File: src/rtl/pll_rst_pkg.sv
// pll_rst_pkg: state encoding and counter width helper for the PLL reset sequencer
package pll_rst_pkg;
  typedef enum logic [2:0] {WAIT_LOCK, FILTER, HOLD, RELEASE, RUN} state_t;
  function automatic int cnt_w(input int max_val);
    return $clog2(max_val) + 1;
  endfunction
endpackage

File: src/rtl/sync_ff.sv
// sync_ff: multi-flop single-bit synchronizer with async active-low reset
module sync_ff #(
  parameter int STAGES = 2
) (
  input  logic clk,
  input  logic rst_n,
  input  logic d,
  output logic q
);
  logic [STAGES-1:0] ff;
  always_ff @(posedge clk or negedge rst_n)
    if (!rst_n) ff <= '0;
    else ff <= {ff[STAGES-2:0], d};
  assign q = ff[STAGES-1];
endmodule

File: src/rtl/pll_rst_seq.sv
// pll_rst_seq: filters PLL lock, then releases staggered domain resets and counts lock losses
module pll_rst_seq
  import pll_rst_pkg::*;
#(
  parameter int SYNC_STAGES = 2,
  parameter int LOCK_FILTER = 16,
  parameter int HOLD_CYCLES = 64,
  parameter int NUM_DOMAINS = 3,
  parameter int STAGE_GAP   = 8,
  parameter int CNT_W       = 8
) (
  input  logic                   sys_clk,
  input  logic                   sys_rst,
  input  logic                   pll_locked,
  output logic [NUM_DOMAINS-1:0] rst_n_out,
  output logic                   ready,
  output logic [CNT_W-1:0]       lock_loss_cnt
);
  localparam int REL_MAX  = (NUM_DOMAINS - 1) * STAGE_GAP;
  localparam int STEP_MAX = LOCK_FILTER > HOLD_CYCLES ? (LOCK_FILTER > REL_MAX ? LOCK_FILTER : REL_MAX)
                                                      : (HOLD_CYCLES > REL_MAX ? HOLD_CYCLES : REL_MAX);
  localparam int STEP_W   = cnt_w(STEP_MAX);
  localparam logic [STEP_W-1:0] LF_C = STEP_W'(LOCK_FILTER);
  localparam logic [STEP_W-1:0] HC_C = STEP_W'(HOLD_CYCLES);
  state_t                   state, state_nx;
  logic [STEP_W-1:0]        step, step_nx, step_inc;
  logic [NUM_DOMAINS-1:0]   rst_nx, rel;
  logic                     ready_nx, locked_s;
  logic [CNT_W-1:0]         loss_nx;
  sync_ff #(.STAGES(SYNC_STAGES)) u_sync (
    .clk  (sys_clk),
    .rst_n(sys_rst),
    .d    (pll_locked),
    .q    (locked_s)
  );
  always_comb begin
    state_nx = state;
    step_nx  = step;
    rst_nx   = rst_n_out;
    ready_nx = ready;
    loss_nx  = lock_loss_cnt;
    step_inc = step + STEP_W'(1);
    rel      = '0;
    for (int i = 0; i < NUM_DOMAINS; i++) rel[i] = step_inc >= STEP_W'(i * STAGE_GAP);
    case (state)
      WAIT_LOCK: begin
        step_nx  = '0;
        rst_nx   = '0;
        ready_nx = 1'b0;
        // the cycle that first sees lock counts as the first filter cycle
        if (locked_s) begin
          state_nx = LOCK_FILTER == 1 ? HOLD : FILTER;
          step_nx  = LOCK_FILTER == 1 ? '0 : STEP_W'(1);
        end
      end
      FILTER: begin
        state_nx = !locked_s ? WAIT_LOCK : step_inc == LF_C ? HOLD : FILTER;
        step_nx  = !locked_s || step_inc == LF_C ? '0 : step_inc;
      end
      HOLD: begin
        if (!locked_s) begin
          state_nx = WAIT_LOCK;
          step_nx  = '0;
        end else if (step_inc == HC_C) begin
          state_nx = NUM_DOMAINS == 1 ? RUN : RELEASE;
          step_nx  = '0;
          rst_nx   = NUM_DOMAINS'(1);
          ready_nx = NUM_DOMAINS == 1;
        end else step_nx = step_inc;
      end
      RELEASE, RUN: begin
        if (!locked_s) begin
          state_nx = WAIT_LOCK;
          step_nx  = '0;
          rst_nx   = '0;
          ready_nx = 1'b0;
          loss_nx  = &lock_loss_cnt ? lock_loss_cnt : lock_loss_cnt + CNT_W'(1);
        end else if (state == RELEASE) begin
          step_nx  = step_inc;
          rst_nx   = rel;
          state_nx = rel[NUM_DOMAINS-1] ? RUN : RELEASE;
          ready_nx = rel[NUM_DOMAINS-1];
        end
      end
      default: state_nx = WAIT_LOCK;
    endcase
  end
  always_ff @(posedge sys_clk or negedge sys_rst)
    if (!sys_rst) begin
      state         <= WAIT_LOCK;
      step          <= '0;
      rst_n_out     <= '0;
      ready         <= 1'b0;
      lock_loss_cnt <= '0;
    end else begin
      state         <= state_nx;
      step          <= step_nx;
      rst_n_out     <= rst_nx;
      ready         <= ready_nx;
      lock_loss_cnt <= loss_nx;
    end
endmodule

File: config.mk
export PLATFORM = sky130hd
export DESIGN_NAME = pll_rst_seq
export DESIGN_NICKNAME = d
export VERILOG_FILES = /design/src/rtl/pll_rst_pkg.sv /design/src/rtl/sync_ff.sv /design/src/rtl/pll_rst_seq.sv
export SDC_FILE = /design/constraint.sdc
export NUM_CORES = 1
export LEC_CHECK = 0
export ABC_CLOCK_PERIOD_IN_PS = 2700
export CAP_MARGIN = 20
export CELL_PAD_IN_SITES_DETAIL_PLACEMENT = 0
export CELL_PAD_IN_SITES_GLOBAL_PLACEMENT = 1
export CORE_ASPECT_RATIO = 1.75
export CORE_MARGIN = 4
export CORE_UTILIZATION = 43
export CTS_CLUSTER_DIAMETER = 100
export DETAILED_ROUTE_END_ITERATION = 7
export PLACE_DENSITY_LB_ADDON = 0.05
export SLEW_MARGIN = 5
export SYNTH_ARGS = -nofsm -noshare
export SYNTH_HDL_FRONTEND = slang
export SYNTH_SLANG_ARGS = --single-unit
File: constraint.sdc
create_clock -name sys_clk -period 2.7 [get_ports sys_clk]
set_clock_uncertainty 0.15 [all_clocks]
set_input_delay 0.675 -clock sys_clk [delete_from_list [all_inputs] [get_ports sys_clk]]
set_output_delay 0.675 -clock sys_clk [all_outputs]
set_load 0.1 [all_outputs]
==> impl_metrics.py, run 1 <==
metrics = {
    "run_status": {
        "status": "finished clean",
    },
    "floorplan": {
        "dieArea_um2": 4320,
        "die_x_um": 51.4,
        "start_util": 0.447,
        "design.portCount": 15,
        "die_h_um": 84.0,
        "coreArea_um2": 3180,
        "rows": 27,
    },
    "sta": {
        "clock.fmax_ghz": 0.404,
        "relSlewSlack": 0.611,
        "fin_tns_setup_ps": 0,
        "whs_ps": 207,
        "final.min_clock_period_ps": 2470,
        "setup_viol": 0,
        "hold_viol_final": 0,
        "finalWorstSetupSlack_ps": 225,
        "worst_pin_slew_ps": 578,
        "rsz0062_at_grt": "no",
        "fin_crit_sh": 0.917,
        "slew_viol_final": 0,
    },
    "power_and_ir_drop": {
        "power.density_nw_per_um2": 447,
        "leakage_nw": 0.773,
        "vdd_ir_drop_max_v": 0.000335,
    },
    "route": {
        "drt_iter0_markers": 26,
        "dr.pass1.iters": 6,
        "wirelength_mm": 3.05,
        "drc": 0,
        "vias": 1130,
        "avgViaCountPerCell": 5.68,
        "antenna_left": 0,
        "drt-wirelength-per-cell_um": 15.3,
    },
    "yosys": {
        "synth_edf_count": 0,
        "synth_cell_type_count": 49,
        "syn-num-nets": 149,
        "syn_area_per_cell_um2": 9.92,
        "yosys_most_used_dff": "dfrtp_1",
        "syn-instance-count": 143,
        "syn_area_um2": 1420,
        "yosys_register_bits": 24,
        "synth-async-reset-ratio": 1.00,
        "yosysSeqAreaShare": 0.423,
        "yosys_warnings": 0,
    },
    "worst_setup_path": {
        "crit_required_ps": 2710,
        "timing_worst_setup_path_type": "flop to flop",
        "cp-end-kind": "flop",
        "cp_max_fo": 6,
        "startpoint_type": "flop",
        "critPathArrivalTime_ps": 2480,
    },
    "grt": {
        "grt_usage": 0.158,
        "grt_first_pass_wirelength_mm": 5.20,
        "grt_max_degree": 25,
        "grt_overflow": 0,
        "antenna_found_initial": 0,
        "first_global_vias": 1113,
    },
    "clock_network": {
        "cts_buffer_depth": 2,
        "clk_latency_ps": 270,
        "h-tree-depth": 1,
        "numClockSinks": 24,
        "cts_made_buffers": 3,
        "path_clk_slew_ps": 80,
        "cts_tree": "built",
        "clockRootBuffer": "clkbuf_8",
        "holdBufCountCts": 0,
    },
    "placed_design": {
        "hpwl_mm": 2.35,
        "pre_cts_slack_ps": 232,
        "numPlacedInstances": 195,
        "io_buffers": 14,
        "gp_congestion": 0.824,
        "place_area_um2": 1560,
    },
    "finish": {
        "design_area_um2": 1620,
        "multiInputGateArea_um2": 761,
        "syn_to_final_growth_pct": 14.0,
        "final_layout_size_suffix_gt1_frac": 0.192,
        "fill_cells": 329,
        "num_antenna_cells": 0,
        "fin_cells": 199,
        "finish.net_count": 163,
        "regArea_um2": 601,
    },
    "job": {
        "drv_cap": 0,
    },
    "hold_path": {
        "hold_path_class": "flop to flop",
    },
}
[cells by family (layout without fill, tap and decap cells)]
group / after synthesis / count (layout) / synth area share
fa+ha+maj: 3 / 3 / 0.0265
flops: 24 / 24 / 0.423
mux: 5 / 5 / 0.0379
xor+xnor: 10 / 10 / 0.0617
simple gates: 52 / 52 / 0.206
compound gates: 38 / 38 / 0.204
buf+inv: 11 / 24 / 0.0406
[cell type report]
| class | count | area share |
|---|---|---|
| Clock buffer | 4 | 0.0340 |
| Inverter | 2 | 0.00464 |
| Multi-Input combinational cell | 108 | 0.470 |
| Sequential cell | 24 | 0.371 |
| Tap cell | 43 | 0.0333 |
| Timing Repair Buffer | 18 | 0.0866 |
[synthesized netlist by cell type, drive strengths merged, types with 4 or more instances]
cell type  number  area [um^2]
a21oi           9         45.0
and3            4         25.0
and4            4         37.5
buf             6         38.8
dfrtp          24          601
nand2          12         45.0
nand3           5         30.0
nand4           4         25.0
nor2           10         37.5
o21ai           7         35.0
xnor2           6         52.6
xor2            4         35.0
[power breakdown]
group	switching [W]	internal (W)	total, W
combinational	0.0000438	0.0000336	0.0000774
sequential	0.0000279	0.000373	0.000401
clock	0.000113	0.000130	0.000244
total	0.000185	0.000537	0.000722
[sequential cells by signal (all words and copies together) (netlist names)]
| name | cells |
|---|---|
| lock_loss_cnt | 8 |
| step | 7 |
| rst_n_out | 3 |
| state | 3 |
| u_sync.ff | 2 |
| ready | 1 |
[routing by layer]
metal	GRT usage	part of all wire	vias up
li1	-	-	554
met3	0.0250	0.024	9
met1	0.184	0.40	551
met4	0.0835	0.034	0
met5	0	0	-
met2	0.267	0.54	16
[layout by cell type, fill, tap and decap left out, types with 2 or more instances in the layout]
cell type,n
inv_1,2
xnor2_1,6
dfrtp_1,24
nor3_1,2
clkbuf_8,4
o21ai_0,6
mux2i_1,2
nor2_1,10
and4_1,3
a21oi_1,9
clkdlybuf4s50_1,2
xor2_1,4
nand4_1,4
a22o_1,3
mux2_2,3
a31oi_1,2
a21o_1,3
buf_4,16
o311ai_1,2
nand2_1,12
and3_1,4
nor2b_1,3
ha_1,3
nand3_1,4
[worst max-delay path, stage by stage, from the launching register on]
cell	delay [ps]
dfrtp_1	440
ha_1	270
ha_1	310
nor2b_1	120
o21ai_1	120
o311ai_1	520
a211oi_1	140
a211o_1	290
[path summary, 6_finish.rpt]
check / from / end / slack [ps] / cells past startpoint
worst min-delay path: u_sync.ff[0]$_DFF_PN0_ / u_sync.ff[1]$_DFF_PN0_ / 210 / 0
worst max register to register: step[0]$_DFFE_PN0P_ / step[6]$_DFFE_PN0P_ / 230 / 7
worst min register to register: u_sync.ff[0]$_DFF_PN0_ / u_sync.ff[1]$_DFF_PN0_ / 210 / 0
worst max-delay path: step[0]$_DFFE_PN0P_ / step[6]$_DFFE_PN0P_ / 230 / 7
max in group asynchronous: sys_rst / lock_loss_cnt[4]$_DFFE_PN0P_ / 1570 / 2
min in group asynchronous: sys_rst / step[1]$_DFFE_PN0P_ / 600 / 2
[through the flow]
stage / total power [W] / util
2_1_floorplan: 0.000458 / -
3_3_place_gp: 0.000486 / 0.492
3_5_place_dp: 0.000486 / 0.492
4_1_cts: 0.000731 / 0.509
5_1_grt: 0.000759 / 0.509
6_report: 0.000722 / 0.509
[what timing repair did]
item                                   CTS  global route
endpoints found under the hold margin    0             0
setup endpoints to repair                0             2
gates resized for setup                  0             1
setup buffers                            0             0
No activity file was read; power rests on OpenSTA's default activity.
==> run 2, diff against run 1 <==
SKIP_LAST_GASP = 1   (was unset)
SLEW_MARGIN = 20   (was 5)
==> results of run 2 <==
Same layout as run 1: the final DEF is identical, and so are final timing and power.
==> run 3, diff against run 2 <==
CORE_ASPECT_RATIO = 0.6   (was 1.75)
CORE_MARGIN = 1.5   (was 4)
==> run 3 against run 2 <==
Compared with the run above:
- global-route usage rose by 3.5 points
- utilization rose by 2.9 points
- power rose by 0.61%
- clock power barely moved
- largest power group unchanged
- fmax fell by 0.40%
- cell count fell by 0.50%
==> impl_metrics.py, run 3 (synthesized netlist as in run 1, its figures left out) <==
metrics = {
    "run_status": {
        "status": "finished clean",
    },
    "hold_path": {
        "min_path_cells": 0,
        "hold_path_class": "flop to flop",
        "holdPathEnd": "u_sync.ff[1]$_DFF_PN0_",
        "min_from": "u_sync.ff[0]$_DFF_PN0_",
    },
    "route": {
        "drt-wirelength-per-cell_um": 15.9,
        "vias": 1142,
        "antenna_left": 0,
        "drc": 0,
        "avgViaCountPerCell": 5.77,
        "drt_iter0_markers": 78,
        "wirelength_mm": 3.15,
        "dr.pass1.iters": 4,
    },
    "clock_network": {
        "clk_latency_ps": 270,
        "cts_made_buffers": 3,
        "postCtsSetupBuffers": 0,
        "cts_buffer_depth": 2,
        "path_clk_slew_ps": 90,
        "holdBufCountCts": 0,
        "h-tree-depth": 1,
        "numClockSinks": 24,
        "cts_tree": "built",
        "cts_resized": 0,
        "clockRootBuffer": "clkbuf_8",
    },
    "worst_setup_path": {
        "cp-end-kind": "flop",
        "rr_worst_depth": 7,
        "cp_max_fo": 6,
        "startpoint_type": "flop",
        "crit_required_ps": 2710,
        "r2r-end": "step[6]$_DFFE_PN0P_",
        "timing_worst_setup_path_type": "flop to flop",
        "reg2reg_setup_slack_ps": 220,
        "r2r-start": "step[0]$_DFFE_PN0P_",
        "critPathArrivalTime_ps": 2500,
    },
    "sta": {
        "clock.fmax_ghz": 0.402,
        "hold_viol_final": 0,
        "slew_viol_final": 0,
        "final.min_clock_period_ps": 2480,
        "setup_viol": 0,
        "fin_crit_sh": 0.920,
        "fin_tns_setup_ps": 0,
        "relSlewSlack": 0.604,
        "rsz0062_at_grt": "no",
        "worst_pin_slew_ps": 589,
    },
    "power_and_ir_drop": {
        "power.density_nw_per_um2": 450,
        "leakage_nw": 0.773,
        "power_w": 0.000727,
        "vdd_ir_drop_max_v": 0.000198,
    },
    "floorplan": {
        "rows": 15,
        "die_h_um": 47.5,
        "design.portCount": 15,
        "die_x_um": 77.2,
        "coreArea_um2": 3000,
        "dieArea_um2": 3660,
        "start_util": 0.473,
    },
    "placed_design": {
        "io_buffers": 14,
        "hpwl_mm": 2.41,
        "gp_congestion": 0.884,
    },
    "finish": {
        "largestRegisters": "lock_loss_cnt: 8 flops, step: 7 flops",
        "layout_common_cells": "dfrtp_1 (24), buf_4 (16), nand2_1 (12)",
        "largest_reg_flops": 8,
        "syn_to_final_growth_pct": 13.9,
        "finish.net_count": 163,
        "num_antenna_cells": 0,
        "top_register": "lock_loss_cnt",
        "final_layout_size_suffix_gt1_frac": 0.192,
        "layout_commonest_cell": "dfrtp_1",
        "fill_cells": 280,
    },
    "job": {
        "drv_cap": 0,
    },
    "grt": {
        "grt_max_degree": 25,
        "first_global_vias": 1042,
        "grt_usage": 0.193,
        "grt_first_pass_wirelength_mm": 5.21,
        "antenna_found_initial": 0,
        "grt_overflow": 0,
    },
}
## run 3: cell counts in the layout (fill, tap and decap cells not counted)
No cell type changed its count.
## run 3: report_power, final
part / switching (W) / internal, W / total, W
sequential: 0.0000279 / 0.000373 / 0.000401
combinational: 0.0000467 / 0.0000339 / 0.0000806
clock: 0.000115 / 0.000130 / 0.000245
total: 0.000189 / 0.000538 / 0.000727
## run 3: worst max-delay path by stage
stage	slack, ps	start	end
floorplan	170	lock_loss_cnt[0]$_DFFE_PN0P_	lock_loss_cnt[5]$_DFFE_PN0P_
global placement	310	step[0]$_DFFE_PN0P_	step[6]$_DFFE_PN0P_
detailed placement	270	step[0]$_DFFE_PN0P_	step[6]$_DFFE_PN0P_
CTS	240	step[0]$_DFFE_PN0P_	step[6]$_DFFE_PN0P_
global route	30	step[0]$_DFFE_PN0P_	step[6]$_DFFE_PN0P_
finish	220	step[0]$_DFFE_PN0P_	step[6]$_DFFE_PN0P_
## run 3: area by class of cell
| type | count | area (um^2) | share of cell area |
|---|---|---|---|
| clock buffer | 4 | 55.1 | 0.0341 |
| inverter | 2 | 7.51 | 0.00464 |
| multi-input combinational | 108 | 761 | 0.471 |
| sequential | 24 | 601 | 0.372 |
| tap | 42 | 52.6 | 0.0325 |
| timing repair buffer | 18 | 140 | 0.0867 |
## run 3: per-stage QoR
step | hold slack (ps) | setup WS (ps) | std cells | cell area, um^2 | util
final | 210 | 215 | 198 | 1620 | 0.538
after global routing | 221 | 25.4 | 198 | 1620 | 0.538
after CTS | 216 | 245 | 198 | 1620 | 0.538
after detailed placement | 196 | 270 | 194 | 1560 | 0.520
after global placement | 191 | 311 | 194 | 1560 | 0.520
after floorplan | 181 | 165 | 143 | 1420 | -
## run 3: metal layers
metal / share of wire / GRT usage / up-vias
met5: 0 / 0 / -
li1: - / - / 554
met4: 0.0035 / 0.0218 / 0
met2: 0.40 / 0.274 / 29
met3: 0.057 / 0.0590 / 2
met1: 0.54 / 0.296 / 557
## run 3: critical path, cell delays in order (launching register included)
cell,delay [ps]
dfrtp_1,450
ha_1,290
ha_1,310
nor2b_1,110
o21ai_1,110
o311ai_1,530
a211oi_1,150
a211o_1,290
